`src/rtl/mtsp_mem_arb_pkg.sv`:
```
// Shared types for the MTSP memory arbiter: request payload and scheduler state.
// The payload widths below are the build-wide memory-port widths; module parameters default to them.
package mtsp_mem_arb_pkg;

  localparam int MEM_ADDR_W = 32;
  localparam int MEM_SRC_W  = 6;
  localparam int MEM_DATA_W = 256;

  typedef struct packed {
    logic                  write;
    logic [MEM_ADDR_W-1:0] addr;
    logic [MEM_SRC_W-1:0]  src;
    logic [MEM_DATA_W-1:0] data;
  } mem_req_t;

  typedef enum logic {
    IDLE  = 1'b0,
    ISSUE = 1'b1
  } arb_state_e;

endpackage

```
`src/rtl/mtsp_rr_picker.sv`:
```
// Combinational round-robin picker: first set bit of valid at or after ptr, wrapping modulo NREQ.
module mtsp_rr_picker #(
  parameter int NREQ = 4,
  parameter int IDW  = (NREQ > 1) ? $clog2(NREQ) : 1
) (
  input  logic [NREQ-1:0] valid,
  input  logic [IDW-1:0]  ptr,
  output logic [NREQ-1:0] grant_oh,
  output logic [IDW-1:0]  grant_idx,
  output logic            any
);

  int          idx;
  logic [IDW-1:0] idx_w;

  always_comb begin
    grant_oh  = '0;
    grant_idx = '0;
    any       = 1'b0;
    idx       = 0;
    idx_w     = '0;
    for (int k = 0; k < NREQ; k++) begin
      idx   = (int'(ptr) + k) % NREQ;
      idx_w = IDW'(idx);
      if (!any && valid[idx_w]) begin
        any             = 1'b1;
        grant_idx       = idx_w;
        grant_oh[idx_w] = 1'b1;
      end
    end
  end

endmodule

```
`src/rtl/mtsp_mem_arbiter.sv`:
```
// Round-robin arbiter sharing one memory request port between NREQ cores, 1-entry buffer each.
// Optional MTSP_MEM_ARB_STAT_EN adds STAT_WAIT, per-requester saturating wait-cycle counters.
module mtsp_mem_arbiter
  import mtsp_mem_arb_pkg::*;
#(
  parameter int NREQ   = 4,
  parameter int ADDR_W = MEM_ADDR_W,
  parameter int SRC_W  = MEM_SRC_W,
  parameter int DATA_W = MEM_DATA_W,
  parameter int IDW    = (NREQ > 1) ? $clog2(NREQ) : 1
) (
  input  logic                   CLK,
  input  logic                   nRST,
  input  logic [NREQ-1:0]        REQ_nEN,
  input  logic [NREQ-1:0]        REQ_WRITE,
  input  logic [NREQ*ADDR_W-1:0] REQ_ADDR,
  input  logic [NREQ*SRC_W-1:0]  REQ_SRC,
  input  logic [NREQ*DATA_W-1:0] REQ_DATA,
  output logic [NREQ-1:0]        REQ_READY,
  output logic                   M_nEN,
  output logic                   M_WRITE,
  output logic [ADDR_W-1:0]      M_ADDR,
  output logic [SRC_W-1:0]       M_SRC,
  output logic [DATA_W-1:0]      M_DATA,
  output logic [IDW-1:0]         M_ID,
  input  logic                   M_READY,
`ifdef MTSP_MEM_ARB_STAT_EN
  output logic [NREQ*16-1:0]     STAT_WAIT,
`endif
  output arb_state_e             DBG_STATE
);

  // Handshakes: an input transfer happens on an edge where !REQ_nEN[i] && REQ_READY[i];
  // an output transfer happens on an edge where !M_nEN && M_READY. Both sides hold until then.

  mem_req_t         buf_q [NREQ];
  logic [NREQ-1:0]  buf_valid;
  logic [NREQ-1:0]  accept;
  logic [IDW-1:0]   ptr;
  arb_state_e       state;
  mem_req_t         out_q;
  logic [IDW-1:0]   out_id;

  logic [NREQ-1:0]  grant_oh;
  logic [IDW-1:0]   grant_idx;
  logic             grant_any;
  logic             can_load;
  logic             do_grant;

  mtsp_rr_picker #(.NREQ(NREQ), .IDW(IDW)) u_picker (
    .valid     (buf_valid),
    .ptr       (ptr),
    .grant_oh  (grant_oh),
    .grant_idx (grant_idx),
    .any       (grant_any)
  );

  assign accept   = ~REQ_nEN & ~buf_valid;
  assign can_load = (state == IDLE) || ((state == ISSUE) && M_READY);
  assign do_grant = can_load && grant_any;

  // Accept and grant are disjoint per index: accept needs an empty buffer, grant a full one.
  always_ff @(posedge CLK or negedge nRST) begin
    if (!nRST) begin
      buf_valid <= '0;
      for (int i = 0; i < NREQ; i++) buf_q[i] <= '0;
    end else begin
      for (int i = 0; i < NREQ; i++) begin
        if (accept[i]) begin
          buf_valid[i] <= 1'b1;
          buf_q[i]     <= '{write: REQ_WRITE[i],
                            addr:  REQ_ADDR[i*ADDR_W +: ADDR_W],
                            src:   REQ_SRC[i*SRC_W +: SRC_W],
                            data:  REQ_DATA[i*DATA_W +: DATA_W]};
        end else if (do_grant && grant_oh[i]) begin
          buf_valid[i] <= 1'b0;
        end
      end
    end
  end

  always_ff @(posedge CLK or negedge nRST) begin
    if (!nRST) begin
      state  <= IDLE;
      ptr    <= '0;
      out_q  <= '0;
      out_id <= '0;
    end else begin
      if (do_grant) begin
        out_q  <= buf_q[grant_idx];
        out_id <= grant_idx;
        ptr    <= (grant_idx == IDW'(NREQ - 1)) ? '0 : grant_idx + 1'b1;
        state  <= ISSUE;
      end else if ((state == ISSUE) && M_READY) begin
        state <= IDLE;
      end
    end
  end

  assign REQ_READY = ~buf_valid;
  assign M_nEN     = (state != ISSUE);
  assign M_WRITE   = out_q.write;
  assign M_ADDR    = out_q.addr;
  assign M_SRC     = out_q.src;
  assign M_DATA    = out_q.data;
  assign M_ID      = out_id;
  assign DBG_STATE = state;

`ifdef MTSP_MEM_ARB_STAT_EN
  logic [15:0] stat_q [NREQ];

  always_ff @(posedge CLK or negedge nRST) begin
    if (!nRST) begin
      for (int i = 0; i < NREQ; i++) stat_q[i] <= '0;
    end else begin
      for (int i = 0; i < NREQ; i++) begin
        if (buf_valid[i] && !(do_grant && grant_oh[i]) && (stat_q[i] != 16'hFFFF))
          stat_q[i] <= stat_q[i] + 16'd1;
      end
    end
  end

  for (genvar g = 0; g < NREQ; g++) begin : g_stat
    assign STAT_WAIT[g*16 +: 16] = stat_q[g];
  end
`endif

endmodule

```
`config.mk`:
```
export PLATFORM = sky130hd
export DESIGN_NAME = mtsp_mem_arbiter
export DESIGN_NICKNAME = d
export VERILOG_FILES = /design/src/rtl/mtsp_mem_arb_pkg.sv /design/src/rtl/mtsp_rr_picker.sv /design/src/rtl/mtsp_mem_arbiter.sv
export SDC_FILE = /design/constraint.sdc
export NUM_CORES = 2
export LEC_CHECK = 0
export ABC_CLOCK_PERIOD_IN_PS = 4900
export CORE_AREA = 3 3 573 575
export DETAILED_ROUTE_END_ITERATION = 7
export DIE_AREA = 0 0 576 578
export PLACE_DENSITY = 0.43
export SETUP_SLACK_MARGIN = 0.2
export SLEW_MARGIN = 40
export SYNTH_ARGS = -nofsm -noshare
export SYNTH_HDL_FRONTEND = slang
export SYNTH_SLANG_ARGS = --single-unit
```
`constraint.sdc`:
```
create_clock -name CLK -period 4.9 [get_ports CLK]
set_input_delay 0.49 -clock CLK [delete_from_list [all_inputs] [get_ports CLK]]
set_output_delay 0.49 -clock CLK [all_outputs]
set_load 0.02 [all_outputs]
```
==> out/qor.yml <==
logic_synthesis:
  syn-cell-area_um2: 72200
  yosys_warnings: 0
  avgSynthCellArea_um2: 12.0
  synthCells: 6030
  synth-edff-count: 0
  synth-seq-area-share_pct: 51.4
  async_flop_share_pct: 100
  ys.flop_type: "dfrtp_1"
  yosys_register_bits: 1484
  synth_nets: 7225
  synth_cell_types: 41
power_and_ir_drop:
  p_int_mw: 41.8
  p_total_mw: 70.3
  leakage_nw: 38.6
  power_frac_comb_pct: 47.9
  pwr-share-seq_pct: 32.0
  clkPwrFrac_pct: 20.1
  p_sw_mw: 28.6
  power_density_nw_per_um2: 711
  irDropWorstVdd_v: 0.000491
  p_sw_share_pct: 40.6
global_route:
  antenna_found_initial: 166
  track_usage_pct: 20.4
  grt_pass1_wl_mm: 491
  grt_pass1_vias: 59400
  grt_overflow: 0
  grt_max_degree: 151
route:
  wire_per_inst_um: 29.9
  drc: 0
  first_pass_iters: 6
  routed_via_density: 4.83
  top_layer_used: "met5"
  met1_length_mm: 149
  dr_wl_met3_mm: 25.8
  met2_length_mm: 166
  ant_nets: 0
  drt_iter0_drc: 3901
  routed_wl_mm: 353
  num_vias: 57000
layout:
  fin_nets: 8480
  fillers: 33000
  drive_above_1_share_pct: 22.3
  area_delta_synth_final_pct: 37.0
worst_hold_path:
  hold_path.class: "input pin to register"
placed_design:
  io_buffers: 1489
  hpwl_mm: 254
  preCtsSetupSlack_ps: 836
  gp_congestion: 0.844
clock_network:
  numCtsBuffers: 189
  cts_tree: "built"
  clk_pin_slew_ps: 60
  clk-insertion-delay-late_ps: 850
  clock_tree.root_cell: "clkbuf_16"
  htree_levels: 4
  cts_buffer_depth: 4
  clock_sinks: 1484
timing:
  final.setup.tns_ps: 0
  rsz0062_at_grt: "false"
  setup_viol: 0
  finalHoldViolations: 0
  hold_ws_ps: 188
  skew_ps: 60.2
  period_share_pct: 81.9
  drv_slew: 0
  worst_pin_slew_ps: 849
  fmax_mhz: 249
  worst_slack_ps: 887
  max_slew_margin_pct: 43.4
  fin_crit_ps: 4010
critical_path:
  worstPathRequired_ps: 5620
  worstSetupPathType: "register to register"
  critPathArrivalTime_ps: 4730
  ff2ff_setup_slack_ps: 890
  start_kind: "register"
  crit_fanout: 55
  end_kind: "register"
floorplanning:
  die_w_um: 576
  fp-row-count: 209
  initial_core_util_pct: 22.3
  coreArea_um2: 324000
  die-area_um2: 333000
  die_y_um: 578
  ioPinCount: 1490
status:
  status: "finished clean"
job:
  maxCapViolCount: 0
==> kinds of logic (layout without fill, tap and decap cells) <==
| kind of cell | Yosys count | in the layout | share of synthesized area [%] |
|---|---|---|---|
| XOR/XNOR | 2 | 2 | 0.0433 |
| AO/OA/AOI/OAI | 1500 | 1500 | 19.2 |
| adder cells (fa/ha/maj) | 8 | 8 | 0.139 |
| multiplexers | 1185 | 1185 | 18.0 |
| buffers and inverters | 932 | 2331 | 5.26 |
| AND/OR/NAND/NOR | 919 | 919 | 5.87 |
| flip-flops | 1484 | 1484 | 51.4 |
| other | 0 | 61 | 0 |
==> path summary, 6_finish.rpt <==
kind	cells past startpoint	startpoint	to
max	11	ptr[0]	M_DATA[169]
min	3	REQ_DATA[959]	buf_q[191]
max reg2reg	11	ptr[0]	M_DATA[169]
min reg2reg	2	M_DATA[32]	M_DATA[32]
max in group asynchronous	5	nRST	buf_q[465]
min in group asynchronous	2	nRST	M_DATA[47]
==> critical path, cell delays in order, from the launching register on <==
cell and delay [ps]:
dfrtp_1 330, buf_4 230, inv_1 210, ha_1 470, nand4bb_4 150, buf_4 350
buf_4 540, buf_4 680, and2_1 230, a32o_1 160, o221ai_1 220, o311ai_2 170
==> metrics by stage <==
stage                     instances  instance area [µm²]  utilization [%]
after floorplan                6030                72200                -
after detailed placement      11400                92300             28.5
final                         11800                98900             30.6
after global routing          11800                98900             30.5
after CTS                     11700                98600             30.4
after global placement        11400                92200             28.5
==> Yosys cell counts, types with 10 or more instances <==
| library cell | n | area [µm²] |
|---|---|---|
| nand2_1 | 601 | 2260 |
| inv_1 | 304 | 1140 |
| o311ai_1 | 45 | 394 |
| mux2i_1 | 295 | 2950 |
| mux2_2 | 886 | 9980 |
| nor2_1 | 10 | 37.5 |
| o311ai_2 | 250 | 4070 |
| o221ai_1 | 295 | 2580 |
| buf_2 | 51 | 255 |
| clkbuf_1 | 530 | 1990 |
| and2_1 | 295 | 1850 |
| buf_1 | 12 | 45.0 |
| buf_6 | 29 | 327 |
| a32o_1 | 295 | 2950 |
| o21ai_0 | 298 | 1490 |
| dfrtp_1 | 1484 | 37100 |
| a211oi_1 | 295 | 2210 |
==> power by group through the flow <==
stage                     logic (mW)  registers [mW]  clock network [mW]
after global routing            36.0            23.3                15.1
final                           33.7            22.5                14.1
after floorplan                 20.5            22.3                   0
after CTS                       34.0            22.6                14.6
after detailed placement        33.9            22.8                   0
after global placement          33.4            22.7                   0
==> cells in the final DEF (no fill, tap or decap), drive strengths merged <==
cell type      count
mux2             886
o211a              3
buf              202
a221oi             4
a211oi           295
xnor3              1
mux4               4
o311ai           295
nor2b              5
mux2i            295
xnor2              1
and2             295
nor3               1
dlygate4sd3        1
nor3b              1
nand4b             1
a221o              1
clkdlybuf4s50   1488
o21a               1
nand2b             1
nand4bb            1
inv              309
a32o             295
o21ai            298
bufinv             5
a21oi              4
o221ai           295
or2                2
clkbuf           284
a31oi              4
ha                 8
clkinvlp           4
nor2              10
o31ai              5
dfrtp           1484
clkinv            38
and3b              1
nand2            601
diode             61
==> cell type report <==
cell class	instances	area [µm²]	share of cell area, %
clock buffer	284	5700	5.76
multi-input combinational	3614	31400	31.7
antenna	61	153	0.154
clock inverter	51	515	0.521
sequential	1484	37100	37.5
tap	4325	5410	5.47
inverter	305	1140	1.16
timing repair buffer	1691	17500	17.7
==> layer usage <==
layer | up-vias | GRT usage [%]
met5 | - | 0
met4 | 140 | 6.83
met3 | 571 | 5.53
met2 | 2036 | 33.1
met1 | 29300 | 26.1
li1 | 25000 | -
==> registers in the layout, indices dropped and copies added, names as in the netlist <==
signal,count
ptr,2
M_WRITE,1
buf_q,1180
M_DATA,256
buf_valid,4
M_ID,2
M_SRC,6
M_ADDR,32
DBG_STATE,1
==> what timing repair did <==
| action | CTS | global route |
|---|---|---|
| endpoints found under the hold margin | 194 | 0 |
| endpoints found under the setup margin | 0 | 0 |
| setup buffers | 0 | 0 |
| hold buffers | 1 | 0 |
| resized for setup | 0 | 0 |
(Power assumes the default switching activity.)
